--- src/rtl/hazard_fwd_unit.sv ---
// Hazard/forwarding controller: E/M/W tag pipeline, bypass selects, load-use/PC stalls, flushes.
// Latency: selects/stalls/flushes are same-cycle combinational, tags move 1 stage/cycle; no backpressure input.
module hazard_fwd_unit #(
  parameter int NSRC   = 2,
  parameter int RW     = 4,
  parameter int PC_IDX = 15,
  parameter int CNT_W  = 16
) (
  input  logic                 clk,
  input  logic                 reset,
  input  logic [NSRC*RW-1:0]   SrcD,
  input  logic [NSRC-1:0]      SrcValidD,
  input  logic [RW-1:0]        WA3D,
  input  logic                 RegWriteD,
  input  logic                 MemtoRegD,
  input  logic                 PCSrcD,
  input  logic                 BranchTakenE,
  output logic [2*NSRC-1:0]    ForwardE,
  output logic                 StallF,
  output logic                 StallD,
  output logic                 FlushD,
  output logic                 FlushE,
  output logic                 PCSrcW,
  output logic [CNT_W-1:0]     StallCount
);

  localparam logic [RW-1:0] PC_REG = RW'(PC_IDX);

  typedef struct packed {
    logic          reg_write;
    logic          pc_src;
    logic [RW-1:0] wa3;
  } tag_t;

  tag_t               tag_d;
  tag_t               tag_e;
  tag_t               tag_m;
  tag_t               tag_w;
  logic               mem_to_reg_e;
  logic [NSRC*RW-1:0] src_e;
  logic [NSRC-1:0]    src_vld_e;
  logic [CNT_W-1:0]   stall_cnt;
  logic               ldrstall;
  logic               pcwrpend;
  logic               stall;

  assign tag_d = '{reg_write: RegWriteD, pc_src: PCSrcD, wa3: WA3D};

  // The load flag is only consulted in E (load-use check), so it is not carried further.
  always_ff @(posedge clk or posedge reset) begin
    if (reset) begin
      tag_e        <= '0;
      tag_m        <= '0;
      tag_w        <= '0;
      mem_to_reg_e <= 1'b0;
      src_e        <= '0;
      src_vld_e    <= '0;
    end else begin
      if (FlushE) begin
        tag_e        <= '{reg_write: 1'b0, pc_src: 1'b0, wa3: WA3D};
        mem_to_reg_e <= 1'b0;
        src_vld_e    <= '0;
      end else begin
        tag_e        <= tag_d;
        mem_to_reg_e <= MemtoRegD;
        src_vld_e    <= SrcValidD;
      end
      src_e <= SrcD;
      tag_m <= tag_e;
      tag_w <= tag_m;
    end
  end

  // M has priority over W; PC reads always come from the regfile path.
  always_comb begin
    logic [RW-1:0] src_i;
    src_i    = '0;
    ForwardE = '0;
    for (int i = 0; i < NSRC; i++) begin
      src_i = src_e[i*RW +: RW];
      if (src_vld_e[i] && (src_i != PC_REG)) begin
        if (tag_m.reg_write && (tag_m.wa3 == src_i)) begin
          ForwardE[2*i +: 2] = 2'b10;
        end else if (tag_w.reg_write && (tag_w.wa3 == src_i)) begin
          ForwardE[2*i +: 2] = 2'b01;
        end
      end
    end
  end

  always_comb begin
    logic [RW-1:0] src_i;
    logic          hit;
    src_i = '0;
    hit   = 1'b0;
    for (int i = 0; i < NSRC; i++) begin
      src_i = SrcD[i*RW +: RW];
      if (SrcValidD[i] && (src_i == tag_e.wa3) && (src_i != PC_REG)) begin
        hit = 1'b1;
      end
    end
    ldrstall = tag_e.reg_write && mem_to_reg_e && hit;
  end

  assign pcwrpend = PCSrcD | tag_e.pc_src | tag_m.pc_src;
  // A taken branch redirects fetch, so a pending load-use stall is moot.
  assign stall    = ldrstall & ~BranchTakenE;

  assign StallD = stall;
  assign StallF = stall | pcwrpend;
  assign FlushD = pcwrpend | tag_w.pc_src | BranchTakenE;
  assign FlushE = ldrstall | BranchTakenE;
  assign PCSrcW = tag_w.pc_src;

  always_ff @(posedge clk or posedge reset) begin
    if (reset) begin
      stall_cnt <= '0;
    end else if (StallF && (stall_cnt != {CNT_W{1'b1}})) begin
      stall_cnt <= stall_cnt + CNT_W'(1);
    end
  end

  assign StallCount = stall_cnt;

endmodule

--- config.mk ---
export PLATFORM = sky130hd
export DESIGN_NAME = hazard_fwd_unit
export DESIGN_NICKNAME = d
export VERILOG_FILES = /design/src/rtl/hazard_fwd_unit.sv
export SDC_FILE = /design/constraint.sdc
export NUM_CORES = 1
export LEC_CHECK = 0
export BUFFER_PORTS_ARGS = -buffer_cell sky130_fd_sc_hd__buf_2
export CAP_MARGIN = 20
export CORE_MARGIN = 4
export CORE_UTILIZATION = 55
export CTS_BUF_LIST = sky130_fd_sc_hd__clkbuf_2
export DETAILED_ROUTE_END_ITERATION = 16
export HOLD_SLACK_MARGIN = 0.02
export PLACE_DENSITY = 0.81
export REMOVE_ABC_BUFFERS = 1
export SYNTH_ARGS = -nofsm -noshare
export SYNTH_HDL_FRONTEND = slang
export SYNTH_SLANG_ARGS = --single-unit
--- constraint.sdc ---
create_clock -name clk -period 4.7 [get_ports clk]
set_input_delay 0 -clock clk [delete_from_list [all_inputs] [get_ports clk]]
set_output_delay 0 -clock clk [all_outputs]
set_load 0.02 [all_outputs]
# [After elaboration in Yosys (flattened, before gate mapping)]
# Cells that the tools add are included.
[op_classes] eq_ne=11 bitwise=8 add_sub_neg=1 mux=11 reduce_logical=13
[ops] op="$eq 4x4->1" n=6
[ops] op="$add 16x1->16 const B" n=1
[ops] op="$ne 16x16->1 const B" n=1
[ops] op="$ne 4x4->1 const B" n=4
[ops] op="$logic_and 1x1->1" n=13
[ops] op="$mux 2" n=5
[ops] op="$mux 6" n=1
[ops] op="$or 1x1->1" n=6
[ops] op="$mux 1" n=5
[ops] op="$and 1x1->1" n=1
[ops] op="$not 1->1" n=1
[totals] register_bits=45 inputBits=20 word_cells=57

# [Longest topological paths before layout]
# Gate-level depths: netlist of run 1.
[logic_depth] ltp_word=9 mapped_depth=7

# [Least setup slack after synthesis of run 1]
# OpenSTA, ideal clock, no wires.
[synth_timing] path_kind="register -> register" from="register stall_cnt[0] (netlist: StallCount[0])" to="register stall_cnt[1] (netlist: StallCount[1])" setup_time_ps=125 arrival_ps=1677 path_stages_with_launch=7 path_buffers=0 required_time_ps=4575 setup_slack_ps=2898 cell_sequence="dfrtp_1 ha_1 nand4_2 nor3_4 nand3_2 o21ai_2 mux2_2"
[synth_between] elab_chain_len=2 word_cells_on_any_way=3
[synth_rtl] item="start, declared" line_no="42" rtl="logic [CNT_W-1:0] stall_cnt;"
[synth_rtl] item="start signal, assigned" line_no="119" rtl="stall_cnt <= stall_cnt + CNT_W'(1);"
[synth_rtl] item="branches (longest 2 deep; another with $add 16x1->16)"
# Parallel ways; which one is timed is not known.
# A chain may end at the register's enable or synchronous reset.

# [Worst setup path in the final report of run 1]
[layout_timing] from="register tag_e[1] (netlist bit)" to="output port StallF"
[layout_between] elab_chain_len=8 word_cells_on_any_way=11
[layout_rtl] item="start, declared" line_no="36" rtl="tag_t tag_e;"
[layout_rtl] item="start signal, assigned" line_no="60" rtl="tag_e <= '{reg_write: 1'b0, pc_src: 1'b0, wa3: WA3D};"
[layout_rtl] item="start signal, assigned" line_no="64" rtl="tag_e <= tag_d;"
[layout_rtl] item="$eq 4x4->1" line_no="98" rtl="if (SrcValidD[i] && (src_i == tag_e.wa3) && (src_i != PC_REG)) begin"
[layout_rtl] item="$logic_and 1x1->1 (2 in a row)" line_no="98"
[layout_rtl] item="$mux 1" line_no="98"
[layout_rtl] item="$mux 1 *" line_no="98"
[layout_rtl] item="$logic_and 1x1->1 *" line_no="102" rtl="ldrstall = tag_e.reg_write && mem_to_reg_e && hit;"
[layout_rtl] item="$and 1x1->1 *" line_no="107" rtl="assign stall = ldrstall & ~BranchTakenE;"
[layout_rtl] item="$or 1x1->1 *" line_no="110" rtl="assign StallF = stall | pcwrpend;"
[layout_rtl] item="end, declared" line_no="19" rtl="output logic StallF,"
# Every way passes the cells marked *; elsewhere a longest branch is shown, timed or not.

==> results.md, run 1 <==
- The run finished with clean final reports.
- The worst hold path was traced through 2 stages.
- The fill cell instance count of the final layout is 242.
- In this run, distinct cell masters in the synthesized netlist total 41.
- Summed over all cells, the static leakage comes to 1.22 nW.
- The average wire per standard cell is 16.1 um.
- Global routing finished with a remaining overflow of 0.
- Setup violations remaining at the end of the flow were counted as 0.
- The residual antenna-violating net count after detailed routing is 0.
- Together, buffers and inverters on the worst path number 1.
- The repair_antennas step left the layout with diodes totalling 0.
- After synthesis the netlist holds a flip-flop and latch count of 45.
- The switching share of total power is 30.5%.
- The final hold violation count is 0.
- The number of gates resized after CTS was 0.
- The number of synthesized flops with an enable pin is 0.
- The area of the die is 0.00477 mm^2.
- By count the netlist is led by sky130_fd_sc_hd__dfrtp_1 (45), sky130_fd_sc_hd__xnor2_1 (25), sky130_fd_sc_hd__nand2_1 (10).
- The routability congestion estimate is 0.846.
- The final critical path takes up 46.6% of the cycle.
- The number of cells on the worst reg-to-reg path is 6.
- For this run, the top clock speed supported by timing is 457 MHz.
- The wire length of the first global-routing pass is 7.91 mm.
- Entering global routing, the biggest net connects 46 pins.
- The clock passes through at most 2 buffers.
- Sorting the synthesized cells by area gives the leading types as sky130_fd_sc_hd__dfrtp_1 (55%), sky130_fd_sc_hd__xnor2_1 (11%), sky130_fd_sc_hd__nand4_1 (2.7%).
- The total half-perimeter wirelength after legalization and detailed placement is 3.16 mm.
- Relative to the synthesized area, the layout overhead comes to 28.3%.
- The nature of the critical path endpoint is a primary output.
- The proportion of layout cells with a drive suffix above 1 is 24.8%.
- For this run, the number of Yosys warnings is 0.
- After floorplanning, the core was sized to cover 0.00347 mm^2.
- The signal arrival time at the worst endpoint is 2.19 ns.
- The most used flip-flop cell after synthesis is sky130_fd_sc_hd__dfrtp_1.
- The final number of max-transition violations came to 0.
- Leaving out filler cells and counting taps, the final layout contains 292.
- The number of global-route vias before repair is 1685.
- The share of the yosys chip area belonging to registers is 54.9%.
- For the final routed database, the setup TNS stands at 0 ns.
- Buffers placed on the I/O ports in this run total 44.
- The clock group share of total power is 27.9%.
- TritonCTS built the clock tree.
- Registers take 0.00113 mm^2.
- The internal power of the cells totals 668 uW.
- In this run the horizontal extent of the chip is 69.0 um.
- The sequential fraction of design power is 50.2%.
- The async set-reset flop share out of synthesis is 100%.
- The count of clock tree sinks is 45.
- For flop-to-flop paths, the worst setup slack is 2.59 ns.
- The number of DRC violations after detailed routing is 0.
- The type of the most critical hold path is in -> reg.
- The top cell type's share of synthesized area is 54.9%.
- The maximum ir drop on the vdd rail is 0.000278 V.
- The worst max-slew margin expressed relative to the limit is 61.3%.
- For this configuration, the core starts out at a cell density of 59.1%.
- The relative contribution of combinational cells to total power is 21.9%.
- The number of maximum-capacitance constraint violations is 0.
- Post-CTS timing repair inserted 0 buffers for setup.
- The clock reaches the later pin of the worst-skew pair after 0.42 ns.
- Global routing consumed, over all layers together, 20.5% of the routing resources.
- The number of antenna violations at the first check in global routing came to 0.
- In the post-synthesis netlist, the cell with the most instances is sky130_fd_sc_hd__dfrtp_1.
- The cell at the slowest stage of the critical path is sky130_fd_sc_hd__o22ai_4.
- Each instance of the synthesized netlist takes up on average 11.8 um^2.
- The root cell of the clock tree is sky130_fd_sc_hd__clkbuf_2.
- Data on the critical path is required at its endpoint by 4.70 ns.
- Synthesis produced 174 cells.
- The critical-path maximum fanout is 19.
- Summed over all instances, the cell type with the most area after synthesis is sky130_fd_sc_hd__dfrtp_1.
- The longest individual stage delay on the worst path is 0.52 ns.
- The number of design-rule violations left by the first detailed-router iteration is 128.
- The overall die height is 69.0 um.
- The final wirelength is 4.70 mm.
- The routed design could run at a clock period as short as 2.19 ns.
- The largest clock skew in the final design is 0.0157 ns.
- The analysis attributes to net switching a power of 293 uW.
- The number of clock buffers inserted by TritonCTS is 5.
- In this run the cell area of the synthesized design comes to 0.00205 mm^2.
- After clock tree synthesis, the clock-pin slew on the worst setup and hold paths is 0.20 ns.
- The first detailed-routing pass took 4 iterations.
- The area of the multi-input gates is 880 um^2.
- The transition time of the tightest slew-check pin is 0.580 ns.
- Setup repair after global routing left no endpoint under its margin.
- The detailed-route via count is 1641.
- The placed instance count is 261.
- The via count normalized by instance count is 5.62.
- The logic depth of the worst setup path including buffers is 5.
- The total number of nets in the final design is 266.
- The family with the most delay on the worst path is compound AO/OA/AOI/OAI gates.
- The worst setup path is launched from a register.
- Walking the worst path, the cells encountered are xnor2_1, nand4_1, o22ai_4, nand2b_1, buf_2.
- The floorplan has 21 rows.
- The power density over cell area is 365 mW/mm^2.
- 45 I/O pins were placed.
- The category of the most critical setup path is reg -> out.
- The maximum level of the CTS H-tree is 2.
- Once layout is complete, the utilization of the core stands at 75.8%.
[sequential cells by signal (all words and copies together) (netlist names)]
register and count:
tag_w 5, src_vld_e 2, PCSrcW 1, tag_m 6, StallCount 16, mem_to_reg_e 1
src_e 8, tag_e 6
[metrics by stage]
step / setup WS (ns) / power [mW] / area (um^2) / hold WS [ns]
after global routing: 2.35 / 1.01 / 2630 / 0.205
final: 2.51 / 0.961 / 2630 / 0.210
after floorplan: 2.75 / 0.613 / 2020 / 0.0314
after detailed placement: 2.67 / 0.686 / 2310 / 0.110
after global placement: 2.80 / 0.676 / 2310 / 0.109
after CTS: 2.53 / 0.963 / 2630 / 0.197
[cell type report]
cell class | instances | share of cell area [%]
Tap cell | 46 | 2.19
Multi-Input combinational cell | 120 | 33.4
Clock inverter | 3 | 2.47
Sequential cell | 45 | 42.8
Inverter | 5 | 0.714
Timing Repair Buffer | 68 | 17.4
Clock buffer | 5 | 0.951
[cells in the final DEF, fill, tap and decap left out, types with 3 or more instances in the layout]
master and instances:
sky130_fd_sc_hd__dfrtp_1 45, sky130_fd_sc_hd__buf_2 44, sky130_fd_sc_hd__xnor2_1 25, sky130_fd_sc_hd__dlygate4sd3_1 23, sky130_fd_sc_hd__nand2_1 10, sky130_fd_sc_hd__nand4_1 9
sky130_fd_sc_hd__nand3_1 6, sky130_fd_sc_hd__and2_1 6, sky130_fd_sc_hd__and3_1 6, sky130_fd_sc_hd__xor2_1 6, sky130_fd_sc_hd__inv_1 5, sky130_fd_sc_hd__nor2_1 5
sky130_fd_sc_hd__o211ai_1 5, sky130_fd_sc_hd__clkbuf_2 5, sky130_fd_sc_hd__nor3_1 4, sky130_fd_sc_hd__o2111ai_1 4, sky130_fd_sc_hd__a31oi_1 3, sky130_fd_sc_hd__mux2_1 3
[layer usage]
metal,track usage (%),share of wire [%]
met4,9.98,1.9
met5,0,0
met1,25.7,44
met3,4.80,5.0
met2,33.4,50
[cells by family (layout without fill, tap and decap cells)]
logic type / count (synthesis) / after routing / share of synthesized area [%]
simple gates: 57 / 57 / 16.2
flops: 45 / 45 / 54.9
xor+xnor: 31 / 31 / 13.2
compound gates: 26 / 26 / 10.1
buf+inv: 9 / 81 / 2.14
mux: 5 / 5 / 2.69
fa+ha+maj: 1 / 1 / 0.610
[what timing repair did]
item | CTS | global route
hold buffers | 23 | 0
hold endpoints to repair | 63 | 0
endpoints found under the setup margin | 0 | 0
[power groups by stage]
stage | Combinational [mW] | Clock [mW] | Sequential, mW
after floorplan | 0.0972 | 0 | 0.515
after global placement | 0.192 | 0 | 0.484
after detailed placement | 0.198 | 0 | 0.488
after CTS | 0.213 | 0.269 | 0.481
after global routing | 0.232 | 0.288 | 0.487
final | 0.211 | 0.268 | 0.482
[worst paths after layout]
check                            to     start
min reg2reg                tag_m[4]  tag_e[4]
max reg2reg                tag_e[5]  tag_e[1]
min                        tag_e[1]   WA3D[1]
max                          StallF  tag_e[1]
min in group asynchronous  tag_m[5]     reset
max in group asynchronous  tag_m[3]     reset
No activity file was read; power rests on OpenSTA's default activity.
==> inputs of run 2 (changes only) <==
- clock period: 4.7 -> 2.2 ns (I/O delays scaled with it)
==> results.md, run 2 (synthesis gave the netlist of run 1 again) <==
- The detail route stage leaves a number of antenna-violating nets equal to 0.
- The region available for standard cell placement spans 0.00347 mm^2.
- Leaving out fill and tap cells, the most frequent cells in the layout are sky130_fd_sc_hd__dfrtp_1 (45), sky130_fd_sc_hd__buf_2 (44), sky130_fd_sc_hd__xnor2_1 (25), sky130_fd_sc_hd__dlygate4sd3_1 (23), sky130_fd_sc_hd__nand2_1 (10).
- The routability congestion estimate is 0.886.
- The path class of the tightest hold or removal check is in -> async.
- The final wirelength is 5.09 mm.
- Buffers placed on the I/O ports in this run total 44.
- The number of placement rows is 21.
- The cell at the slowest stage of the critical path is sky130_fd_sc_hd__dlygate4sd3_1.
- Setup violations remaining at the end of the flow were counted as 0.
- Clock latency on the worst-skew pair, taken at its later pin, is 0.43 ns.
- In this run the vertical extent of the chip is 69.0 um.
- Power spread over the standard cell area amounts to 767 mW/mm^2.
- The flow ran to the end, and the final reports show no timing, DRC or antenna violations.
- The count of clock tree sinks is 45.
- The reg-to-reg endpoint is src_vld_e[0].
- Internal power comes to 1.43 mW.
- In this run the clock root is driven by a sky130_fd_sc_hd__clkbuf_2.
- The total leakage power is 1.26 nW.
- The category of the most critical setup path is reg -> reg.
- The wire length of the first global-routing pass is 8.26 mm.
- Sequential cells burn 49.8% of the power.
- After detailed placement, the design holds a cell count of 264.
- The detailed-route via count is 1709.
- TritonCTS built the clock tree.
- The relative contribution of combinational cells to total power is 22.4%.
- In this run the worst path has a maximum fanout of 6.
- The final hold violation count is 0.
- The critical path required time is 2.54 ns.
- The count of placed standard cells in the final layout, fillers left out is 300.
- The nature of the critical path endpoint is a register.
- The analysis attributes to net switching a power of 644 uW.
- The most critical setup path has its startpoint at tag_e[1].
- The worst-case IR drop observed on VDD is 0.000779 V.
- Setup slack on the critical path of the routed design comes to 0.0480 ns.
- The total number of nets in the final design is 274.
- The final number of max-transition violations was 0.
- Counting along the longest clock path gives a buffer depth of 2.
- Once the floorplan was initialized, standard cells occupied 59.1% of the core.
- For the pin with the worst max-slew slack, the measured transition is 0.570 ns.
- Relative to the synthesized area, the layout overhead comes to 31.9%.
- In this run the count of I/O pins placed on the die edge is 45.
- The worst max-slew margin expressed relative to the limit is 62.0%.
- The nature of the critical path startpoint is a register.
- The number of antenna violations at the first check in global routing came to 0.
- The portion of the clock cycle consumed by the worst path in the final layout is 97.8%.
- The longest individual stage delay on the worst path is 0.57 ns.
- The number of global-route vias before repair is 1684.
- In this run, the clock network consumes 27.9% of the power.
- The number of flip-flops in the largest register is 16.
- The proportion of layout cells with a drive suffix above 1 is 28.0%.
- The maximum level of the CTS H-tree is 2.
- The worst slack at placement is 0.264 ns.
- Dividing the detail-routed wire length by the instance count gives 17.0 um.
- Fill cells in the final layout number 226.
- The via count normalized by instance count is 5.70.
- The die covers 0.00477 mm^2.
- The number of clock buffers inserted by TritonCTS is 5.
- The destination of the critical timing path is src_vld_e[0].
- The signal on the critical path passes through xnor2_1, nand4_1, o22ai_2, a31oi_2, and2_1, dlygate4sd3_1.
- The worst register-to-register path has a depth of 6.
- The number of DRC violations after detailed routing is 0.
- The timing-limited maximum frequency is 465 MHz.
- The most common cell after layout, fill and taps aside is sky130_fd_sc_hd__dfrtp_1.
- The remaining global-route overflow is 0.
- Entering global routing, the biggest net connects 46 pins.
- The startpoint of the worst-slack reg-to-reg timing path is tag_e[1].
- The number of antenna repair diodes is 0.
- The number of maximum-capacitance constraint violations is 0.
- On the final layout, the worst clock skew is 0.0239 ns.
- The width of the die is 69.0 um.
- Cells fill 77.9% of the core in the end.
- The signal arrival time at the worst endpoint is 2.49 ns.
- The switching share of total power is 31.0%.
- The aggregate global-route resource usage is 21.8%.
- For flop-to-flop paths, the worst setup slack is 0.05 ns.
- The clock-pin slew on the worst setup and hold paths is 0.24 ns.
- Detailed placement ended at an HPWL of 3.30 mm.
- Subtracting the final worst setup slack from the clock period gives 2.15 ns.
- The pre-antenna-repair detailed-routing pass consisted of 4 iterations.
- In this run, the number of DRC markers left after iteration 0 of detailed routing was 194.
-- run 2: power groups by stage --
| stage | registers (mW) | clock network [mW] | logic [mW] |
|---|---|---|---|
| 3_3_place_gp | 1.03 | 0 | 0.410 |
| 6_report | 1.03 | 0.579 | 0.464 |
| 5_1_grt | 1.05 | 0.616 | 0.507 |
| 4_1_cts | 1.03 | 0.573 | 0.456 |
| 3_5_place_dp | 1.05 | 0 | 0.421 |
| 2_1_floorplan | 1.10 | 0 | 0.208 |
-- run 2: how the worst min path moves through the flow --
| stage | depth (start not counted) | end | slack (ns) |
|---|---|---|---|
| 3_3_place_gp | 1 | tag_e[3] | 0.11 |
| 2_1_floorplan | 0 | src_e[0] | 0.03 |
| 5_1_grt | 2 | tag_e[1] | 0.19 |
| 6_report | 4 | StallCount[12] | 0.20 |
| 4_1_cts | 2 | tag_e[3] | 0.20 |
| 3_5_place_dp | 1 | tag_e[3] | 0.11 |
-- run 2: cell type report --
type / count / area [um^2] / area share (%)
multi-input cells: 120 / 892 / 33.0
well taps: 46 / 57.6 / 2.13
inverters: 5 / 18.8 / 0.694
flip-flops and latches: 45 / 1130 / 41.7
clock buffers: 5 / 25.0 / 0.926
clock inverters: 3 / 65.1 / 2.41
repair buffers: 76 / 518 / 19.2
-- run 2: layer usage --
metal | routed length (um) | up-vias | track usage [%]
met3 | 331 | 17 | 5.52
met5 | 0 | - | 0
met1 | 2010 | 827 | 27.4
li1 | - | 783 | -
met4 | 142 | 0 | 8.46
met2 | 2600 | 82 | 36.0
-- run 2: worst max-delay path: cells and delay by family (launching register included) --
family | cells | cell delay, ns
buf+inv | 1 | 0.57
compound gates | 2 | 0.37
xor+xnor | 1 | 0.23
flops | 1 | 0.47
simple gates | 2 | 0.42
-- run 2: repair_timing --
| item | CTS | global route |
|---|---|---|
| buffers inserted | 0 | 5 |
| setup endpoints to repair | 0 | 7 |
| resized for setup | 0 | 2 |
| hold buffers | 23 | 0 |
| hold endpoints to repair | 63 | 0 |
-- run 2: through the flow --
step / cell area (um^2) / hold WS, ns / setup TNS [ns] / power (mW)
floorplan: 2020 / 0.0314 / 0 / 1.31
global placement: 2330 / 0.108 / 0 / 1.44
detailed placement: 2330 / 0.110 / 0 / 1.47
CTS: 2650 / 0.197 / 0 / 2.06
global route: 2700 / 0.194 / -0.00584 / 2.17
finish: 2700 / 0.202 / 0 / 2.07
==> inputs of run 3 (changes only) <==
- CORE_UTILIZATION: 55 -> 50
- PLACE_DENSITY: 0.81 -> 0.78
- clock period: 2.2 -> 1.8 ns (I/O delays scaled with it)
==> results.md, run 3 (synthesis gave the netlist of run 1 again) <==
- The count of buffers added on input and output ports is 44.
- In the post-route analysis, the smallest setup slack over all paths is -0.174 ns.
- After legalization and detailed placement, the total HPWL measured 3.28 mm.
- 45 I/O pins were placed.
- The detailed-route via count is 1699.
- The number of flip-flops in the largest register is 16.
- The layout overhead on the synthesized area is 39.4%.
- Measured on the finished design, the core utilization comes to 71.9%.
- The power density over cell area is 861 mW/mm^2.
- Setup repair after global routing could not meet its margin everywhere.
- TritonCTS created 5 clock buffers.
- The final number of max-transition violations is 0.
- Data on the critical path arrives at its endpoint at 2.31 ns.
- The completed layout was analyzed and its total power is 2.46 mW.
- The flip-flop and latch area is 0.00113 mm^2.
- The worst slack at placement is -0.0206 ns.
- The final hold violation count is 0.
- In the final layout, the share of cells above drive strength 1 is 35.8%.
- The clock-pin slew on the worst setup and hold paths is 0.20 ns.
- Traced cell by cell, the critical path runs through xnor2_1, nand4_1, o22ai_4, buf_4, buf_8, o21ai_0, mux2_1.
- The number of antenna repair diodes is 0.
- The clock network is responsible for 23.4% of the overall power.
- The fill cell instance count of the final layout is 286.
- The internal power consumption is 1.65 mW.
- The slowest stage of the critical path is the sky130_fd_sc_hd__dfrtp_2 cell.
- The insertion delay to the later sink of the worst-skew pair is 0.44 ns.
- The count of placed standard cells in the final layout, fillers left out is 310.
- By startpoint and endpoint, the worst setup path is classified as reg -> reg.
- The root cell of the clock tree is sky130_fd_sc_hd__clkbuf_2.
- The relative contribution of combinational cells to total power is 25.6%.
- The floorplan step defined a core boundary enclosing 0.00397 mm^2.
- The remaining global-route overflow is 0.
- For this run, the post-layout net count is 280.
- The number of placement rows is 23.
- The deepest clock path buffer count is 2.
- Using the TritonRoute via totals, the vias-per-cell ratio works out to 5.48.
- The number of antenna violations at the first check in global routing is 0.
- The switching power is 811 uW.
- Global routing used 21.3% of the available tracks.
- The transition time of the tightest slew-check pin is 0.504 ns.
- The placed instance count is 273.
- The clock drives 45 sinks.
- The portion of the clock cycle consumed by the worst path in the final layout is 110%.
- The largest clock skew in the final design is 0.0225 ns.
- Setup violations remaining at the end of the flow were counted as 9.
- Across the run, the number of max-cap violations was 0.
- The number of DRC violations after detailed routing is 0.
- The total iterations of the first detailed-routing run is 4.
- Timing would allow up to 506 MHz.
- The worst max-slew margin expressed relative to the limit is 66.1%.
- The most common cell after layout, fill and taps aside is sky130_fd_sc_hd__dfrtp_1.
- In this run the worst path has a maximum fanout of 9.
- The maximum level of the CTS H-tree is 2.
- The total leakage power is 1.29 nW.
- The first routing iteration left 70 violations.
- The nature of the critical path startpoint is a register.
- TritonCTS built the clock tree.
- The wire length of the first global-routing pass is 8.29 mm.
- The maximum ir drop on the vdd rail is 0.000692 V.
- Wires add up to 5.19 mm.
- Registers are responsible for 51.1% of the overall power.
- Entering global routing, the biggest net connects 36 pins.
- Measured along the x axis, the die boundary spans 72.0 um.
- For this configuration, the core starts out at a cell density of 51.6%.
- The area of the multi-input gates is 980 um^2.
- The nature of the critical path endpoint is a register.
- At the end of routability-driven placement, the weighted congestion stood at 0.807.
- The final reports fail on negative setup slack.
- The type of the most critical hold path is in -> reg.
- The die is 72.0 um tall.
- The switching share of total power is 33.0%.
- The longest individual stage delay on the worst path is 0.49 ns.
- The area of the die is 0.00519 mm^2.
- The critical path required time is 2.13 ns.
- Final hold analysis gives a worst-case slack of 0.195 ns.
- In the final routed layout, each cell accounts on average for 16.7 um.
- The run finished, with violations left.
- The residual antenna-violating net count after detailed routing is 0.
- Leaving out fill and tap cells, the most frequent cells in the layout are sky130_fd_sc_hd__dfrtp_1 (42), sky130_fd_sc_hd__buf_2 (39), sky130_fd_sc_hd__xnor2_1 (23), sky130_fd_sc_hd__dlygate4sd3_1 (20), sky130_fd_sc_hd__buf_4 (17).
- The number of global-route vias before repair is 1720.
- The final critical path time including I/O delays and setup is 1.97 ns.
[run 3: critical path: cells and delay by family, from the launching register on]
kind                      cells  cell delay (ns)
muxes                         1             0.35
buffers and inverters         2             0.27
AOI/OAI and AO/OA             2             0.38
and+or+nand+nor               1             0.23
DFF                           1             0.49
xor gates and xnor gates      1             0.16
[run 3: worst paths after layout]
kind	from	end	slack (ns)	cells past startpoint
max	tag_e[0]	StallCount[2]	-0.17	7
min	WA3D[1]	tag_e[1]	0.19	2
max reg2reg	tag_e[0]	StallCount[2]	-0.17	7
min reg2reg	tag_e[4]	tag_m[4]	0.43	0
max in group asynchronous	reset	tag_e[2]	0.51	5
min in group asynchronous	reset	StallCount[5]	0.54	4
[run 3: timing repair]
item                                    4_1_cts  5_1_grt
setup buffers                                 5        5
endpoints found under the hold margin        63        0
endpoints found under the setup margin       15       24
hold buffers                                 20        0
pin swaps                                     9       12
resized for setup                            13       17
[run 3: metal layers]
layer	track usage [%]	share of wire [%]
met1	25.5	40
met2	37.4	53
met3	4.99	4.5
met4	7.31	2.4
met5	0	0
[run 3: stage by stage]
stage | setup TNS [ns] | area (um^2)
after global placement | 0 | 2370
after CTS | -0.232 | 2750
final | -1.00 | 2860
after detailed placement | -0.0426 | 2370
after floorplan | -0.223 | 2020
after global routing | -2.38 | 2860
[run 3: cell type report]
| cell class | instances | area share (%) |
|---|---|---|
| inverter | 5 | 0.657 |
| multi-input combinational | 120 | 34.3 |
| tap | 50 | 2.19 |
| clock buffer | 5 | 0.876 |
| sequential | 45 | 39.6 |
| clock inverter | 3 | 1.62 |
| timing repair buffer | 82 | 20.8 |
[run 3: power by group through the flow]
stage               Sequential [mW]  Clock (mW)  Combinational [mW]
finish                         1.26       0.576               0.629
global route                   1.27       0.622               0.688
detailed placement             1.26           0               0.548
global placement               1.26           0               0.533
floorplan                      1.35           0               0.254
CTS                            1.25       0.582               0.601
